### src/rtl/serial_addsub_pkg.sv
// Shared types and default sizing for the chunk-serial adder/subtractor.
package serial_addsub_pkg;

    typedef enum logic [1:0] {
        IDLE = 2'd0,
        RUN  = 2'd1,
        DONE = 2'd2
    } state_t;

    localparam int DEF_WIDTH = 32;
    localparam int DEF_CHUNK = 8;

endpackage

### src/rtl/serial_addsub_chunk_adder.sv
// Combinational CHUNK-bit adder slice; also reports the carry into its MSB for overflow detection.
module chunk_adder #(
    parameter int CHUNK = 8
) (
    input  logic [CHUNK-1:0] a,
    input  logic [CHUNK-1:0] b,
    input  logic             cin,
    output logic [CHUNK-1:0] sum,
    output logic             cout,
    output logic             cmsb
);

    always_comb begin
        {cout, sum} = {1'b0, a} + {1'b0, b} + {{CHUNK{1'b0}}, cin};
        // The MSB sum bit is a^b^carry_in, so the incoming carry can be recovered from it.
        cmsb = sum[CHUNK-1] ^ a[CHUNK-1] ^ b[CHUNK-1];
    end

endmodule

### src/rtl/serial_addsub.sv
// Multi-cycle adder/subtractor: processes CHUNK bits per clock, NCHUNK cycles per operation.
module serial_addsub
    import serial_addsub_pkg::*;
#(
    parameter int WIDTH = DEF_WIDTH,
    parameter int CHUNK = DEF_CHUNK
) (
    input  logic             clk,
    input  logic             rst_n,
    input  logic             in_valid,
    output logic             in_ready,
    input  logic [WIDTH-1:0] a,
    input  logic [WIDTH-1:0] b,
    input  logic             ci,
    input  logic             sub,
    output logic             out_valid,
    input  logic             out_ready,
    output logic [WIDTH-1:0] s,
    output logic             co,
    output logic             ovf,
    output logic             zero
);

    localparam int CHUNK_SAFE = (CHUNK < 1) ? 1 : CHUNK;
    localparam int NCHUNK     = WIDTH / CHUNK_SAFE;
    localparam int KW         = (NCHUNK > 1) ? $clog2(NCHUNK) : 1;
    localparam logic [KW-1:0] K_LAST = KW'(NCHUNK - 1);

    if (CHUNK < 1 || WIDTH < 2 || (WIDTH % CHUNK_SAFE) != 0) begin : g_bad_params
        $error("serial_addsub: WIDTH must be >= 2 and a multiple of CHUNK >= 1");
    end

    state_t            state, state_next;
    logic [WIDTH-1:0]  a_q, b_q, s_q, s_next;
    logic [KW-1:0]     k;
    logic              carry;
    logic [CHUNK-1:0]  chunk_a, chunk_b, chunk_sum;
    logic              chunk_cout, chunk_cmsb;
    logic              last_chunk;

    assign last_chunk = (k == K_LAST);

    always_comb begin
        chunk_a = a_q[int'(k)*CHUNK +: CHUNK];
        chunk_b = b_q[int'(k)*CHUNK +: CHUNK];
        s_next  = s_q;
        s_next[int'(k)*CHUNK +: CHUNK] = chunk_sum;
    end

    chunk_adder #(.CHUNK(CHUNK)) u_chunk_adder (
        .a    (chunk_a),
        .b    (chunk_b),
        .cin  (carry),
        .sum  (chunk_sum),
        .cout (chunk_cout),
        .cmsb (chunk_cmsb)
    );

    // NOTE: sequential state uses non-blocking assignments so every register samples pre-edge values.
    always_ff @(posedge clk or negedge rst_n) begin
        if (!rst_n) state <= IDLE;
        else        state <= state_next;
    end

    always_comb begin
        state_next = state;
        case (state)
            IDLE:    if (in_valid)   state_next = RUN;
            RUN:     if (last_chunk) state_next = DONE;
            DONE:    if (out_ready)  state_next = IDLE;
            default:                 state_next = IDLE;
        endcase
    end

    always_comb begin
        in_ready  = (state == IDLE);
        out_valid = (state == DONE);
    end

    // Subtraction is folded in at capture: B is stored inverted and the carry starts at !ci.
    always_ff @(posedge clk or negedge rst_n) begin
        if (!rst_n) begin
            a_q   <= '0;
            b_q   <= '0;
            s_q   <= '0;
            k     <= '0;
            carry <= 1'b0;
            co    <= 1'b0;
            ovf   <= 1'b0;
            zero  <= 1'b0;
        end else begin
            case (state)
                IDLE: begin
                    if (in_valid) begin
                        a_q   <= a;
                        b_q   <= sub ? ~b : b;
                        carry <= ci ^ sub;
                        k     <= '0;
                    end
                end
                RUN: begin
                    s_q   <= s_next;
                    carry <= chunk_cout;
                    k     <= k + 1'b1;
                    if (last_chunk) begin
                        co   <= chunk_cout;
                        ovf  <= chunk_cmsb ^ chunk_cout;
                        zero <= (s_next == '0);
                    end
                end
                default: ;
            endcase
        end
    end

    assign s = s_q;

endmodule
### config.mk
export PLATFORM = sky130hd
export DESIGN_NAME = serial_addsub
export DESIGN_NICKNAME = d
export VERILOG_FILES = /design/src/rtl/serial_addsub_pkg.sv /design/src/rtl/serial_addsub_chunk_adder.sv /design/src/rtl/serial_addsub.sv
export SDC_FILE = /design/constraint.sdc
export NUM_CORES = 1
export LEC_CHECK = 0
export BUFFER_PORTS_ARGS = -buffer_cell sky130_fd_sc_hd__buf_2
export CELL_PAD_IN_SITES_DETAIL_PLACEMENT = 1
export CELL_PAD_IN_SITES_GLOBAL_PLACEMENT = 1
export CORE_MARGIN = 2
export CORE_UTILIZATION = 38
export CTS_CLUSTER_DIAMETER = 120
export DETAILED_ROUTE_END_ITERATION = 8
export GPL_ROUTABILITY_DRIVEN = 0
export PLACE_DENSITY_LB_ADDON = 0.1
export SLEW_MARGIN = 25
export SYNTH_ARGS = -nofsm -noshare
export SYNTH_HDL_FRONTEND = slang
export SYNTH_SLANG_ARGS = --single-unit
export TNS_END_PERCENT = 50
### constraint.sdc
create_clock -name clk -period 3.4 [get_ports clk]
set_clock_uncertainty 0.05 [all_clocks]
set_input_delay 0 -clock clk [delete_from_list [all_inputs] [get_ports clk]]
set_output_delay 0 -clock clk [all_outputs]
set_load 0.02 [all_outputs]
### Word-level counts from Yosys, hierarchy flattened

Cells that the tools add are included.

| storage, ports and cells | value |
|---|---|
| register bits after elaboration | 104 |
| output and inout bits | 37 |

| operators by class | value |
|---|---|
| add/sub/neg operators | 4 |
| equality and inequality tests | 6 |
| shifts and indexed selects | 4 |
| muxes and demuxes | 10 |
| bitwise gates (word level) | 5 |
| reduce and logical (&&, ||, !) cells | 7 |

Operators by type and width:

| cell | number |
|---|---|
| 32-bit by 6-bit variable part select with 8-bit output | 2 |
| 5-bit negator with 33-bit output | 1 |
| 8-bit by 33-bit variable shift with 32-bit output, first input constant | 1 |
| 8-bit by 33-bit variable part select with 32-bit output | 1 |
| 32-bit bitwise mux | 1 |
| 32-bit zero test | 1 |
| 32-bit two-way mux | 1 |
| 32-bit inverter | 1 |
| 8-bit by 8-bit adder with 9-bit output | 1 |
| 9-bit by 1-bit adder with 9-bit output | 1 |
| 2-bit two-way mux | 4 |
| 2-bit one-hot mux with 3 select lines | 1 |
| 2-bit AND reduction | 3 |
| 2-bit equality test, second input constant | 2 |
| 2-bit != test, second input constant | 2 |
| 2-bit one-hot mux with 2 select lines | 1 |
| 1-bit XOR | 4 |
| 3-bit AND reduction | 1 |
| 2-bit by 1-bit adder with 2-bit output, second input constant | 1 |
| 2-bit by 1-bit equality test with 1-bit output, second input constant | 1 |
| 2-bit zero test | 1 |
| 2-bit by 1-bit != test with 1-bit output, second input constant | 1 |
| 1-bit one-hot mux with 2 select lines | 1 |
| 2-bit nonzero test | 1 |
| 1-bit two-way mux | 1 |

### Logic depth before layout (Yosys ltp)

Gate-level depths: netlist of the first run.

| logic depth | value |
|---|---|
| depth in word-level cells | 6 |
| mapped depth | 11 |
| gate-level depth less buffers | 9 |

### By module

A second synthesis of the first run with hierarchy kept.

| unflattened totals | value |
|---|---|
| cell total of the unflattened synthesis | 494 |
| area, all modules | 5211.2 um^2 |

Modules (own cells, without submodules):

| module | instances | cells each | area an instance (um^2) | sequential area each (um^2) |
|---|---|---|---|---|
| serial_addsub | 1 | 450 | 4834.6 | 2602.5 |
| chunk_adder | 1 | 44 | 376.6 | 0.0 |

### Worst setup path after synthesis of the first run

Ideal clock, no wire load.

| path | value |
|---|---|
| path kind | flip-flop to flip-flop |
| from | register k[0] |
| to | register zero |
| setup time | 0.066 ns |
| arrival | 3.326 ns |
| data required time | 3.284 ns |
| setup slack | -0.042 ns |
| stages on the path, launching flop included | 11 |
| path buffers | 2 |
| period minus slack after synthesis | 3.442 ns |
| cells stage by stage | dfrtp_1 buf_2 buf_2 mux4_2 fa_1 fa_1 a21o_1 a221oi_2 xnor2_1 o41ai_1 a22o_1 |

| on the way | value |
|---|---|
| longest elaborated chain between the ends | 6 |
| elaborated cells between the ends (all ways) | 11 |
| classes of those cells | 3 x add/sub; 1 x eq/ne; 4 x shift; 1 x mux; 2 x reduce/logical |

Ends and longest elaborated chain:

| element | RTL line | text |
|---|---|---|
| start, declared | serial_addsub.sv:35 | `logic [KW-1:0] k;` |
| start signal, assigned | serial_addsub.sv:104 | `k <= k + 1'b1;` |
| 32-bit by 6-bit variable part select with 8-bit output (on tied branches) | serial_addsub.sv:44, serial_addsub.sv:45 |  |
| 8-bit by 8-bit adder with 9-bit output | serial_addsub_chunk_adder.sv:14 | `{cout, sum} = {1'b0, a} + {1'b0, b} + {{CHUNK{1'b0}}, cin};` |
| 9-bit by 1-bit adder with 9-bit output | serial_addsub_chunk_adder.sv:14 |  |
| 8-bit by 33-bit variable part select with 32-bit output | serial_addsub.sv:47 | `s_next[int'(k)*CHUNK +: CHUNK] = chunk_sum;` |
| 32-bit bitwise mux | serial_addsub.sv:47 |  |
| 32-bit zero test | serial_addsub.sv:108 | `zero <= (s_next == '0);` |
| end signal, assigned | serial_addsub.sv:108 |  |
| end, declared | serial_addsub.sv:21 | `output logic zero` |

Several ways; a longest one is shown, not always the timed one.
A chain may end at the register's enable or synchronous reset.

### Worst setup path after layout of the first run

Same ends and word-level chain as after synthesis.

==> flow_results.xml, run 1 <==
<?xml version="1.0" encoding="UTF-8"?>
<metrics>
  <group name="finish">
    <metric name="sequential_cell_area" unit="sq mm">0.00260</metric>
    <metric name="antenna_diode_count" unit="">0</metric>
    <metric name="fraction_of_layout_instances_using_a_drive_strength_above_1" unit="">0.245</metric>
    <metric name="design.final.nets" unit="">742</metric>
    <metric name="area_growth" unit="%">33.1</metric>
    <metric name="multi_input_gate_area" unit="sq mm">0.00241</metric>
    <metric name="number_of_inserted_filler_cells_in_the_final_layout" unit="">1467</metric>
  </group>
  <group name="timing">
    <metric name="setup_viol" unit="">0</metric>
    <metric name="rsz0062_at_grt" unit="">false</metric>
    <metric name="fin_setup_tns" unit="ns">0</metric>
    <metric name="achievable-frequency" unit="MHz">313</metric>
    <metric name="final_period_minus_worst_setup_slack" unit="ns">3.19</metric>
    <metric name="worst_pin_slew" unit="ns">0.912</metric>
    <metric name="headroom_to_the_max_slew_limit" unit="">0.387</metric>
    <metric name="timing_max_transition_violations_final" unit="">0</metric>
    <metric name="final_hold_viol_count" unit="">0</metric>
    <metric name="setup_slack" unit="ns">0.208</metric>
    <metric name="period_share" unit="">0.939</metric>
  </group>
  <group name="logic_synthesis">
    <metric name="synthMuxAreaShare" unit="">0.0725</metric>
    <metric name="synth_enable_flop_cells" unit="">0</metric>
    <metric name="synth_top_family_by_area" unit="">simple AND/OR/NAND/NOR gates</metric>
    <metric name="area_share_of_xor_xnor_cells_in_the_synthesized_design" unit="">0.0750</metric>
    <metric name="post_synth_instance_area" unit="sq mm">0.00512</metric>
    <metric name="synthesis.area_per_instance" unit="sq um">10.5</metric>
    <metric name="synth-simple-area-share" unit="">0.153</metric>
    <metric name="synth.distinct_cells" unit="">45</metric>
    <metric name="synth_fp_nets" unit="">573</metric>
    <metric name="yosys_warnings" unit="">0</metric>
    <metric name="synth_compound_area_frac" unit="">0.127</metric>
    <metric name="synth_seq_cells" unit="">104</metric>
    <metric name="synth_adder_area_share" unit="">0.0396</metric>
    <metric name="yosysSeqAreaShare" unit="">0.508</metric>
    <metric name="postSynth.asyncResetShare" unit="">1.00</metric>
    <metric name="syn_inst" unit="">488</metric>
    <metric name="ys.flop_type" unit="">dfrtp_1</metric>
  </group>
  <group name="route">
    <metric name="drt-vias-per-instance" unit="">5.04</metric>
    <metric name="detail_route.wl_per_cell" unit="um">16.9</metric>
    <metric name="antenna_violating_nets_post_route" unit="">0</metric>
    <metric name="vias" unit="">4222</metric>
    <metric name="drt_iter0_drc" unit="">179</metric>
    <metric name="remaining_drc_errors" unit="">0</metric>
    <metric name="wl" unit="um">14100</metric>
    <metric name="drt_pre_antenna_iters" unit="">4</metric>
  </group>
  <group name="place">
    <metric name="post-place-ws" unit="ns">0.159</metric>
    <metric name="port_bufs" unit="">106</metric>
    <metric name="dp_hpwl" unit="um">9800</metric>
  </group>
  <group name="setup_path">
    <metric name="worst_r2r_end" unit="">zero$_DFFE_PN0P_</metric>
    <metric name="cp-start-kind" unit="">flop</metric>
    <metric name="worst_ep_arrival_time" unit="ns">3.43</metric>
    <metric name="rr_worst_depth" unit="">8</metric>
    <metric name="r2r-start" unit="">k[0]$_DFFE_PN0P_</metric>
    <metric name="crit_path_max_fanout" unit="">4</metric>
    <metric name="critPathKind" unit="">flop to flop</metric>
    <metric name="reg2reg_setup_slack" unit="ns">0.21</metric>
    <metric name="endpoint_kind" unit="">flop</metric>
    <metric name="cp_data_required_time" unit="ns">3.63</metric>
  </group>
  <group name="worst_hold_path">
    <metric name="min_delay_path_depth" unit="">3</metric>
    <metric name="hold_end" unit="">carry$_DFFE_PN0P_</metric>
    <metric name="worst_min_delay_path_startpoint" unit="">ci</metric>
    <metric name="hold_wc_path_type" unit="">input pin to flop</metric>
  </group>
  <group name="outcome">
    <metric name="run_status" unit="">complete, no violations</metric>
  </group>
  <group name="die">
    <metric name="fp.coreArea" unit="sq mm">0.0132</metric>
    <metric name="pin_count" unit="">107</metric>
    <metric name="num_rows" unit="">42</metric>
    <metric name="floorplan.initialDensity" unit="">0.388</metric>
    <metric name="chipWidth" unit="um">120</metric>
    <metric name="dieArea" unit="sq mm">0.0144</metric>
    <metric name="floorplan.die.height" unit="um">120</metric>
  </group>
  <group name="global_route">
    <metric name="grt_pass1_wl" unit="um">23200</metric>
    <metric name="top_usage_layer" unit="">met2</metric>
    <metric name="global_route.usage.total" unit="">0.209</metric>
    <metric name="groute.layer.met3.usage" unit="">0.0266</metric>
    <metric name="vias_in_the_first_global_route" unit="">4485</metric>
    <metric name="globalRouteMet1Util" unit="">0.267</metric>
    <metric name="grt_overflow" unit="">0</metric>
    <metric name="global_route_met2_usage" unit="">0.367</metric>
    <metric name="grt_start_max_net_pins" unit="">90</metric>
    <metric name="antenna_found_initial" unit="">0</metric>
  </group>
  <group name="power_and_ir_drop">
    <metric name="power_density" unit="mW/mm^2">1100</metric>
    <metric name="irDropWorstVdd" unit="mV">0.602</metric>
    <metric name="power.leakage" unit="nW">3.33</metric>
  </group>
  <group name="clock_network">
    <metric name="post-cts-setup-buffers" unit="">0</metric>
    <metric name="clock_insertion_delay_worst_skew" unit="ns">0.35</metric>
    <metric name="path_clk_slew" unit="ns">0.06</metric>
    <metric name="clock-root-buffer" unit="">clkbuf_16</metric>
    <metric name="numClockSinks" unit="">104</metric>
    <metric name="cts_tree" unit="">done</metric>
    <metric name="ctsLongestPathBuffers" unit="">2</metric>
    <metric name="cts_buffers" unit="">9</metric>
    <metric name="htree_num_levels" unit="">3</metric>
  </group>
  <group name="job">
    <metric name="max_cap_viol_count" unit="">0</metric>
  </group>
</metrics>
## report_power, final
part,internal (mW),switching [mW],total (mW),leakage (nW)
Combinational,1.81,2.58,4.39,1.86
Sequential,1.77,0.350,2.12,1.33
Clock,0.530,0.437,0.967,0.134
## registers in the layout, indices dropped and copies added (netlist names)
signal	flops
a_q	32
b_q	32
s	32
k	2
state	2
carry	1
co	1
ovf	1
zero	1
## through the flow
stage | power, mW | cells | area, sq um | utilization | hold WS, ns
6_report | 7.47 | 837 | 6820 | 0.517 | 0.0329
5_1_grt | 8.04 | 837 | 6820 | 0.517 | 0.0588
3_5_place_dp | 6.46 | 756 | 5870 | 0.445 | 0.0858
3_3_place_gp | 6.33 | 756 | 5870 | 0.445 | 0.138
4_1_cts | 7.53 | 837 | 6810 | 0.516 | 0.00459
2_1_floorplan | 4.91 | 488 | 5120 | - | -0.346
## worst max-delay path by stage
stage / cells past startpoint / from / end / slack [ns]
3_3_place_gp: 8 / k[0]$_DFFE_PN0P_ / zero$_DFFE_PN0P_ / 0.25
4_1_cts: 8 / k[0]$_DFFE_PN0P_ / zero$_DFFE_PN0P_ / 0.14
6_report: 8 / k[0]$_DFFE_PN0P_ / zero$_DFFE_PN0P_ / 0.21
3_5_place_dp: 8 / k[0]$_DFFE_PN0P_ / zero$_DFFE_PN0P_ / 0.16
2_1_floorplan: 10 / k[0]$_DFFE_PN0P_ / zero$_DFFE_PN0P_ / 0.04
5_1_grt: 9 / k[0]$_DFFE_PN0P_ / ovf$_DFFE_PN0P_ / 0.03
## cell families after synthesis
family	count (synthesis)
fa+ha+maj	15
xor+xnor	43
flops	104
compound gates	97
buf+inv	30
simple gates	182
mux	17
## synthesized netlist by cell type (2+ instances only)
cell type | n | area (sq um)
o22ai_1 | 2 | 12.5
nor4_2 | 3 | 37.5
fa_1 | 2 | 40.0
and2_1 | 2 | 12.5
nand2b_1 | 3 | 18.8
ha_1 | 13 | 163
buf_1 | 3 | 11.3
xnor2_1 | 39 | 342
xor2_1 | 3 | 26.3
a31oi_1 | 2 | 12.5
nand3_1 | 3 | 15.0
buf_2 | 4 | 20.0
a21oi_1 | 9 | 45.0
nor4_1 | 2 | 12.5
nor3_1 | 6 | 30.0
a22o_1 | 32 | 280
o21ai_0 | 4 | 20.0
inv_2 | 2 | 7.51
nand3b_1 | 3 | 22.5
o21ai_1 | 37 | 185
nor2_1 | 8 | 30.0
nand2_1 | 143 | 537
a21o_1 | 4 | 30.0
dfrtp_1 | 104 | 2600
o21a_1 | 2 | 15.0
inv_1 | 2 | 7.51
clkbuf_1 | 18 | 67.6
mux4_2 | 16 | 360
## area by class of cell
class,count,share of cell area
clock inverter,3,0.00257
clock buffer,12,0.0376
timing repair buffer,184,0.191
multi-input combinational,354,0.353
sequential,104,0.382
inverter,4,0.00220
tap,176,0.0323
## placed cells by master (no fill, tap or decap), types with 3 or more instances in the layout
master,instances
nor4_2,3
xnor2_1,39
clkbuf_16,9
buf_4,11
mux4_2,16
a22o_1,32
a21o_1,4
dlygate4sd3_1,66
nand2b_1,3
o21ai_1,37
nor2_1,8
a21oi_1,9
nand3b_1,3
nand2_1,142
o21ai_0,4
nor3_1,6
ha_1,13
xor2_1,3
dfrtp_1,104
nand3_1,3
buf_2,105
## repair_timing
item / 4_1_cts / 5_1_grt
endpoints found under the setup margin: 0 / 1
hold buffers: 66 / 0
endpoints found under the hold margin: 153 / 0
gates resized for setup: 0 / 1
## metal layers
layer	part of all wire	up-vias	routed length (um)
li1	-	2018	-
met1	0.44	2124	6250
met2	0.52	70	7350
met3	0.025	10	356
met4	0.013	0	182
met5	0	-	0
## critical path, stage by stage, from the launching register on
cell and delay (ns):
dfrtp_1 0.44, mux4_2 0.56, fa_1 0.45, fa_1 0.42, a21o_1 0.22, a221oi_2 0.31
xnor2_1 0.14, o41ai_2 0.36, a22o_1 0.16
(Power assumes the default switching activity.)
==> inputs of run 2 (changes only) <==
--- a/config.mk
+++ b/config.mk
@@ -8,9 +8,10 @@
 export BUFFER_PORTS_ARGS = -buffer_cell sky130_fd_sc_hd__buf_2
 export CELL_PAD_IN_SITES_DETAIL_PLACEMENT = 1
 export CELL_PAD_IN_SITES_GLOBAL_PLACEMENT = 1
+export CORE_ASPECT_RATIO = 1.1
 export CORE_MARGIN = 2
 export CORE_UTILIZATION = 38
-export CTS_CLUSTER_DIAMETER = 120
+export CTS_CLUSTER_DIAMETER = 60
 export DETAILED_ROUTE_END_ITERATION = 8
 export GPL_ROUTABILITY_DRIVEN = 0
 export PLACE_DENSITY_LB_ADDON = 0.1
==> run 2 against run 1 <==
  * First-iteration DRC count rose by 25%
  * Count of clock-buffer cells in the layout rose by 1
  * Sequential power barely moved
  * Register-to-register slack got worse by 0.04 ns
  * Total power rose by 0.34%
  * Combinational power barely moved
  * Critical path depth did not move
==> flow_results.xml, run 2 (same netlist as run 1, synthesis figures left out) <==
<?xml version="1.0" encoding="UTF-8"?>
<metrics>
  <group name="timing">
    <metric name="timing_max_transition_violations_final" unit="">0</metric>
    <metric name="headroom_to_the_max_slew_limit" unit="">0.309</metric>
    <metric name="period_share" unit="">0.951</metric>
    <metric name="rsz0062_at_grt" unit="">false</metric>
    <metric name="setup_viol" unit="">0</metric>
    <metric name="achievable-frequency" unit="MHz">309</metric>
    <metric name="final_period_minus_worst_setup_slack" unit="ns">3.23</metric>
    <metric name="final_hold_viol_count" unit="">0</metric>
    <metric name="fin_setup_tns" unit="ns">0</metric>
    <metric name="worst_pin_slew" unit="ns">1.03</metric>
  </group>
  <group name="route">
    <metric name="antenna_violating_nets_post_route" unit="">0</metric>
    <metric name="detail_route.wl_per_cell" unit="um">17.6</metric>
    <metric name="wl" unit="um">14500</metric>
    <metric name="remaining_drc_errors" unit="">0</metric>
    <metric name="drt_iter0_drc" unit="">223</metric>
    <metric name="drt-vias-per-instance" unit="">5.13</metric>
    <metric name="vias" unit="">4231</metric>
    <metric name="drt_pre_antenna_iters" unit="">4</metric>
  </group>
  <group name="clock_network">
    <metric name="post-cts-setup-buffers" unit="">0</metric>
    <metric name="cts_buffers" unit="">9</metric>
    <metric name="clock-root-buffer" unit="">clkbuf_16</metric>
    <metric name="clock_insertion_delay_worst_skew" unit="ns">0.35</metric>
    <metric name="htree_num_levels" unit="">3</metric>
    <metric name="cts_resized" unit="">0</metric>
    <metric name="post_cts_hold_buffer_count" unit="">67</metric>
    <metric name="path_clk_slew" unit="ns">0.07</metric>
    <metric name="cts_tree" unit="">done</metric>
    <metric name="numClockSinks" unit="">104</metric>
    <metric name="ctsLongestPathBuffers" unit="">2</metric>
  </group>
  <group name="die">
    <metric name="floorplan.initialDensity" unit="">0.388</metric>
    <metric name="chipWidth" unit="um">115</metric>
    <metric name="floorplan.die.height" unit="um">126</metric>
    <metric name="dieArea" unit="sq mm">0.0144</metric>
    <metric name="pin_count" unit="">107</metric>
    <metric name="fp.coreArea" unit="sq mm">0.0132</metric>
    <metric name="num_rows" unit="">44</metric>
  </group>
  <group name="setup_path">
    <metric name="critical_path.top_delay_family" unit="">compound AO/OA/AOI/OAI gates</metric>
    <metric name="timing.critical_path.slowest_cell_delay" unit="ns">0.55</metric>
    <metric name="path_depth" unit="">8</metric>
    <metric name="cp-start-kind" unit="">flop</metric>
    <metric name="cp_data_required_time" unit="ns">3.64</metric>
    <metric name="cp_num_buf_inv" unit="">0</metric>
    <metric name="r2r-start" unit="">k[0]$_DFFE_PN0P_</metric>
    <metric name="critical-path-slowest-cell" unit="">mux4_2</metric>
    <metric name="critical-path-top-cell-by-count" unit="">fa_1</metric>
    <metric name="crit_path_cell_trace" unit="">mux4_2 -&gt; fa_1 -&gt; fa_1 -&gt; a21o_1 -&gt; a221oi_2 -&gt; xnor2_1 -&gt; o41ai_1 -&gt; a22o_1</metric>
    <metric name="rr_worst_depth" unit="">8</metric>
    <metric name="reg2reg_setup_slack" unit="ns">0.17</metric>
    <metric name="worst_ep_arrival_time" unit="ns">3.47</metric>
    <metric name="crit_path_max_fanout" unit="">4</metric>
    <metric name="endpoint_kind" unit="">flop</metric>
    <metric name="critPathKind" unit="">flop to flop</metric>
    <metric name="worst_r2r_end" unit="">zero$_DFFE_PN0P_</metric>
  </group>
  <group name="power_and_ir_drop">
    <metric name="power_density" unit="mW/mm^2">1100</metric>
    <metric name="share_of_total_power_consumed_by_net_switching" unit="">0.451</metric>
    <metric name="switchingPower" unit="mW">3.38</metric>
    <metric name="comb_power_share" unit="">0.581</metric>
    <metric name="irDropWorstVdd" unit="mV">0.468</metric>
    <metric name="clock_power_share" unit="">0.134</metric>
    <metric name="seq_power_share" unit="">0.284</metric>
    <metric name="p_int" unit="mW">4.12</metric>
    <metric name="power.leakage" unit="nW">3.34</metric>
  </group>
  <group name="worst_hold_path">
    <metric name="hold_wc_path_type" unit="">input pin to flop</metric>
    <metric name="min_delay_path_depth" unit="">5</metric>
    <metric name="hold_end" unit="">a_q[9]$_DFFE_PN0P_</metric>
    <metric name="worst_min_delay_path_startpoint" unit="">in_valid</metric>
  </group>
  <group name="global_route">
    <metric name="grt_overflow" unit="">0</metric>
    <metric name="groute.layer.met3.usage" unit="">0.0269</metric>
    <metric name="global_route_met2_usage" unit="">0.368</metric>
    <metric name="grt_pass1_wl" unit="um">23500</metric>
    <metric name="vias_in_the_first_global_route" unit="">4542</metric>
    <metric name="grt_start_max_net_pins" unit="">68</metric>
    <metric name="antenna_found_initial" unit="">0</metric>
    <metric name="global_route.usage.total" unit="">0.210</metric>
    <metric name="top_usage_layer" unit="">met2</metric>
    <metric name="globalRouteMet1Util" unit="">0.270</metric>
  </group>
  <group name="finish">
    <metric name="area_growth" unit="%">32.9</metric>
    <metric name="finish.cell_count_without_fillers" unit="">824</metric>
    <metric name="antenna_diode_count" unit="">0</metric>
    <metric name="final_cell_mix" unit="">nand2_1 (142), buf_2 (105), dfrtp_1 (104), dlygate4sd3_1 (67), xnor2_1 (39)</metric>
    <metric name="number_of_inserted_filler_cells_in_the_final_layout" unit="">1491</metric>
    <metric name="design.final.nets" unit="">743</metric>
    <metric name="fraction_of_layout_instances_using_a_drive_strength_above_1" unit="">0.244</metric>
    <metric name="final_common_cell" unit="">nand2_1</metric>
  </group>
  <group name="outcome">
    <metric name="run_status" unit="">complete, no violations</metric>
  </group>
  <group name="place">
    <metric name="port_bufs" unit="">106</metric>
    <metric name="placedCellCount" unit="">741</metric>
    <metric name="dp_hpwl" unit="um">9910</metric>
  </group>
  <group name="job">
    <metric name="max_cap_viol_count" unit="">0</metric>
  </group>
</metrics>
-- run 2: cell type report --
class / instances / area [sq um] / area share
well taps: 161 / 201 / 0.0296
multi-input cells: 354 / 2390 / 0.352
clock buffers: 13 / 270 / 0.0397
inverters: 4 / 15.0 / 0.00221
clock inverters: 3 / 15.0 / 0.00221
flip-flops and latches: 104 / 2600 / 0.382
repair buffers: 185 / 1310 / 0.192
-- run 2: power groups by stage --
stage	clock, mW	sequential, mW	combinational, mW
2_1_floorplan	0	2.18	2.73
3_3_place_gp	0	2.14	4.22
3_5_place_dp	0	2.16	4.33
4_1_cts	1.03	2.14	4.40
5_1_grt	1.07	2.20	4.76
6_report	1.01	2.13	4.36
-- run 2: metal layers --
metal / vias up / routed length (um)
met2: 76 / 7530
met4: 0 / 187
li1: 2028 / -
met1: 2116 / 6440
met5: - / 0
met3: 11 / 341
-- run 2: through the flow --
step	area [sq um]	setup WS [ns]	hold WS (ns)	util	power (mW)
after floorplan	5120	0.0355	-0.346	-	4.91
after CTS	6810	0.178	0.245	0.515	7.56
after global placement	5850	0.251	0.110	0.443	6.37
final	6810	0.166	0.245	0.515	7.50
after detailed placement	5850	0.185	0.121	0.443	6.49
after global routing	6810	0.00167	0.282	0.515	8.03
-- run 2: worst max-delay path by stage --
stage                     startpoint          endpoint  slack, ns
floorplan           k[0]$_DFFE_PN0P_  zero$_DFFE_PN0P_       0.04
global placement    k[0]$_DFFE_PN0P_  zero$_DFFE_PN0P_       0.25
detailed placement  k[0]$_DFFE_PN0P_   ovf$_DFFE_PN0P_       0.19
CTS                 k[0]$_DFFE_PN0P_  zero$_DFFE_PN0P_       0.18
global route        k[0]$_DFFE_PN0P_  zero$_DFFE_PN0P_      0.002
finish              k[0]$_DFFE_PN0P_  zero$_DFFE_PN0P_       0.17
-- run 2: tightest hold or removal path, delay by kind of cell --
kind          cells  cell delay, ns
buf+inv           2            0.34
simple gates      3            0.26
==> inputs of run 3 (changes only) <==
--- a/config.mk
+++ b/config.mk
@@ -5,12 +5,13 @@
 export SDC_FILE = /design/constraint.sdc
 export NUM_CORES = 1
 export LEC_CHECK = 0
+export ABC_AREA = 1
 export BUFFER_PORTS_ARGS = -buffer_cell sky130_fd_sc_hd__buf_2
 export CELL_PAD_IN_SITES_DETAIL_PLACEMENT = 1
 export CELL_PAD_IN_SITES_GLOBAL_PLACEMENT = 1
 export CORE_ASPECT_RATIO = 1.1
 export CORE_MARGIN = 2
-export CORE_UTILIZATION = 38
+export CORE_UTILIZATION = 37
 export CTS_CLUSTER_DIAMETER = 60
 export DETAILED_ROUTE_END_ITERATION = 8
 export GPL_ROUTABILITY_DRIVEN = 0
==> run 3 against run 2 <==
  * Combinational power grew 5%
  * Setup slack gained 0.16 ns
  * Global-route usage grew 2.6 points
  * Synthesized cell count grew 53%
  * Sequential cell count is the same
  * Worst hold slack lost 0.026 ns
  * Cell area grew 7.5%
  * Non-clock buffer count grew 5
  * First-iteration DRC count grew 44%
  * Sequential share of layout area shrank 2.6 points
  * Largest cell class is now multi-input combinational cells
  * Largest power group unchanged
==> flow_results.xml, run 3 <==
<?xml version="1.0" encoding="UTF-8"?>
<metrics>
  <group name="timing">
    <metric name="timing_max_transition_violations_final" unit="">0</metric>
    <metric name="setup_viol" unit="">0</metric>
    <metric name="rsz0062_at_grt" unit="">false</metric>
    <metric name="achievable-frequency" unit="MHz">325</metric>
    <metric name="period_share" unit="">0.905</metric>
    <metric name="final_period_minus_worst_setup_slack" unit="ns">3.08</metric>
    <metric name="fin_hold_ws" unit="ns">0.218</metric>
    <metric name="setup_slack" unit="ns">0.322</metric>
    <metric name="worst_pin_slew" unit="ns">0.920</metric>
    <metric name="final_hold_viol_count" unit="">0</metric>
    <metric name="headroom_to_the_max_slew_limit" unit="">0.387</metric>
    <metric name="fin_setup_tns" unit="ns">0</metric>
  </group>
  <group name="die">
    <metric name="chipWidth" unit="um">122</metric>
    <metric name="floorplan.initialDensity" unit="">0.376</metric>
    <metric name="dieArea" unit="sq mm">0.0162</metric>
    <metric name="pin_count" unit="">107</metric>
    <metric name="floorplan.die.height" unit="um">133</metric>
    <metric name="num_rows" unit="">47</metric>
    <metric name="fp.coreArea" unit="sq mm">0.0150</metric>
  </group>
  <group name="finish">
    <metric name="fraction_of_layout_instances_using_a_drive_strength_above_1" unit="">0.164</metric>
    <metric name="layout.cell_area.non_filler" unit="sq mm">0.00731</metric>
    <metric name="final_cell_mix" unit="">nand2_1 (251), buf_2 (105), dfrtp_1 (102), o21ai_0 (86), nor2_1 (81)</metric>
    <metric name="finish.cell_count_without_fillers" unit="">1110</metric>
    <metric name="area_growth" unit="%">29.8</metric>
    <metric name="antenna_diode_count" unit="">0</metric>
    <metric name="design.final.nets" unit="">995</metric>
    <metric name="finalCoreUtilization" unit="">0.488</metric>
    <metric name="final_common_cell" unit="">nand2_1</metric>
  </group>
  <group name="global_route">
    <metric name="vias_in_the_first_global_route" unit="">5801</metric>
    <metric name="global_route.usage.total" unit="">0.236</metric>
    <metric name="antenna_found_initial" unit="">0</metric>
    <metric name="grt_start_max_net_pins" unit="">99</metric>
    <metric name="grt_overflow" unit="">0</metric>
    <metric name="grt_pass1_wl" unit="um">29800</metric>
  </group>
  <group name="setup_path">
    <metric name="cp_data_required_time" unit="ns">3.64</metric>
    <metric name="worst_ep_arrival_time" unit="ns">3.32</metric>
    <metric name="endpoint_kind" unit="">flop</metric>
    <metric name="critPathKind" unit="">flop to flop</metric>
    <metric name="crit_path_max_fanout" unit="">9</metric>
    <metric name="cp-start-kind" unit="">flop</metric>
  </group>
  <group name="clock_network">
    <metric name="clock_insertion_delay_worst_skew" unit="ns">0.35</metric>
    <metric name="cts_tree" unit="">done</metric>
    <metric name="ctsLongestPathBuffers" unit="">2</metric>
    <metric name="numClockSinks" unit="">104</metric>
    <metric name="cts_buffers" unit="">9</metric>
    <metric name="path_clk_slew" unit="ns">0.07</metric>
    <metric name="htree_num_levels" unit="">3</metric>
    <metric name="clock-root-buffer" unit="">clkbuf_16</metric>
  </group>
  <group name="power_and_ir_drop">
    <metric name="power.leakage" unit="nW">3.69</metric>
    <metric name="post-layout-total-power" unit="mW">7.71</metric>
    <metric name="power_density" unit="mW/mm^2">1050</metric>
    <metric name="irDropWorstVdd" unit="mV">0.340</metric>
  </group>
  <group name="route">
    <metric name="drt-vias-per-instance" unit="">4.96</metric>
    <metric name="antenna_violating_nets_post_route" unit="">0</metric>
    <metric name="drt_pre_antenna_iters" unit="">4</metric>
    <metric name="remaining_drc_errors" unit="">0</metric>
    <metric name="drt_iter0_drc" unit="">322</metric>
    <metric name="detail_route.wl_per_cell" unit="um">16.6</metric>
    <metric name="wl" unit="um">18400</metric>
    <metric name="vias" unit="">5511</metric>
  </group>
  <group name="logic_synthesis">
    <metric name="synthDominantAreaCellType" unit="">dfrtp_1</metric>
    <metric name="yosys_warnings" unit="">0</metric>
    <metric name="synth_fp_nets" unit="">830</metric>
    <metric name="synth.top_cells.by_area" unit="">dfrtp_1 (46%), nand2_1 (17%), o21ai_0 (7.6%), nor2_1 (5.4%), xnor2_1 (5.3%)</metric>
    <metric name="synthMostInstantiatedCell" unit="">nand2_1</metric>
    <metric name="ys.flop_type" unit="">dfrtp_1</metric>
    <metric name="post_synth_instance_area" unit="sq mm">0.00564</metric>
    <metric name="yosysSeqAreaShare" unit="">0.462</metric>
    <metric name="postSynth.asyncResetShare" unit="">1.00</metric>
    <metric name="synthesis.area_per_instance" unit="sq um">7.56</metric>
    <metric name="syn_inst" unit="">745</metric>
    <metric name="synth.distinct_cells" unit="">27</metric>
    <metric name="yosysTopAreaCellShare" unit="">0.462</metric>
    <metric name="synth_seq_cells" unit="">104</metric>
    <metric name="yosys-top-cells-count" unit="">nand2_1 (252), dfrtp_1 (104), o21ai_0 (86), nor2_1 (81), inv_1 (49)</metric>
    <metric name="synth_enable_flop_cells" unit="">0</metric>
  </group>
  <group name="place">
    <metric name="placedCellCount" unit="">1025</metric>
    <metric name="post_dp_cell_area" unit="sq mm">0.00636</metric>
    <metric name="post-place-ws" unit="ns">0.263</metric>
    <metric name="port_bufs" unit="">106</metric>
    <metric name="dp_hpwl" unit="um">12900</metric>
  </group>
  <group name="job">
    <metric name="max_cap_viol_count" unit="">0</metric>
  </group>
  <group name="worst_hold_path">
    <metric name="hold_wc_path_type" unit="">input pin to asynchronous set/reset pin</metric>
  </group>
  <group name="outcome">
    <metric name="run_status" unit="">complete, no violations</metric>
  </group>
</metrics>
## run 3: repair_timing
| item | 4_1_cts | 5_1_grt |
|---|---|---|
| hold endpoints to repair | 121 | 0 |
| endpoints found under the setup margin | 0 | 1 |
| hold buffers | 67 | 0 |
| resized for setup | 0 | 3 |
| buffers inserted | 0 | 3 |
## run 3: worst paths after layout
| check | from | end | slack (ns) | cells past startpoint |
|---|---|---|---|---|
| worst max-delay path | k[1]$_DFFE_PN0P_ | zero$_DFFE_PN0P_ | 0.32 | 18 |
| worst min register to register | a_q[21]$_DFFE_PN0P_ | a_q[21]$_DFFE_PN0P_ | 0.44 | 2 |
| max in group asynchronous | rst_n | k[0]$_DFFE_PN0P_ | 2.18 | 3 |
| min in group clk | in_valid | a_q[2]$_DFFE_PN0P_ | 0.26 | 6 |
| worst min-delay path | rst_n | s[16]$_DFFE_PN0P_ | 0.22 | 2 |
| worst max register to register | k[1]$_DFFE_PN0P_ | zero$_DFFE_PN0P_ | 0.32 | 18 |
## run 3: cell type report
type | count | area, sq um
Clock inverter | 5 | 25.0
Sequential cell | 104 | 2610
Timing Repair Buffer | 190 | 1330
Tap cell | 196 | 245
Clock buffer | 10 | 229
Multi-Input combinational cell | 552 | 2680
Inverter | 53 | 203
Fill cell | 1909 | 7680
## run 3: worst max-delay path, cell delays in order (launching register included)
cell     delay [ns]
dfrtp_2        0.46
buf_4          0.19
o21ai_0        0.09
o22ai_1        0.13
fa_1           0.47
fa_1           0.43
nand2_2        0.11
nand2_1        0.09
nand2_1        0.07
nand2_1        0.06
nand3_1        0.10
nor2_1         0.06
a21oi_1        0.17
nand2_1        0.07
nor2_1         0.14
nand3_1        0.11
nor2_1         0.11
nand2_1        0.06
nand2_1        0.06
## run 3: power by group
part / internal, mW / total, mW / switching [mW]
clock: 0.487 / 0.956 / 0.469
combinational: 1.52 / 4.56 / 3.04
sequential: 1.79 / 2.19 / 0.400
total: 3.80 / 7.71 / 3.91
## run 3: per-layer routing
metal / wire length, um / vias to the layer above / global-route usage
met4: 424 / 0 / 0.0849
met5: 0 / - / 0
met1: 7800 / 2650 / 0.289
met2: 9590 / 119 / 0.424
met3: 581 / 27 / 0.0300
li1: - / 2715 / -
## run 3: kinds of logic after synthesis
logic type                 Yosys count  share of synthesized area
and+or+nand+nor                    377                      0.266
AOI/OAI and AO/OA                  126                      0.120
buffers and inverters               89                     0.0639
DFF                                104                      0.462
adders and majority gates           15                     0.0360
xor gates and xnor gates            34                     0.0528
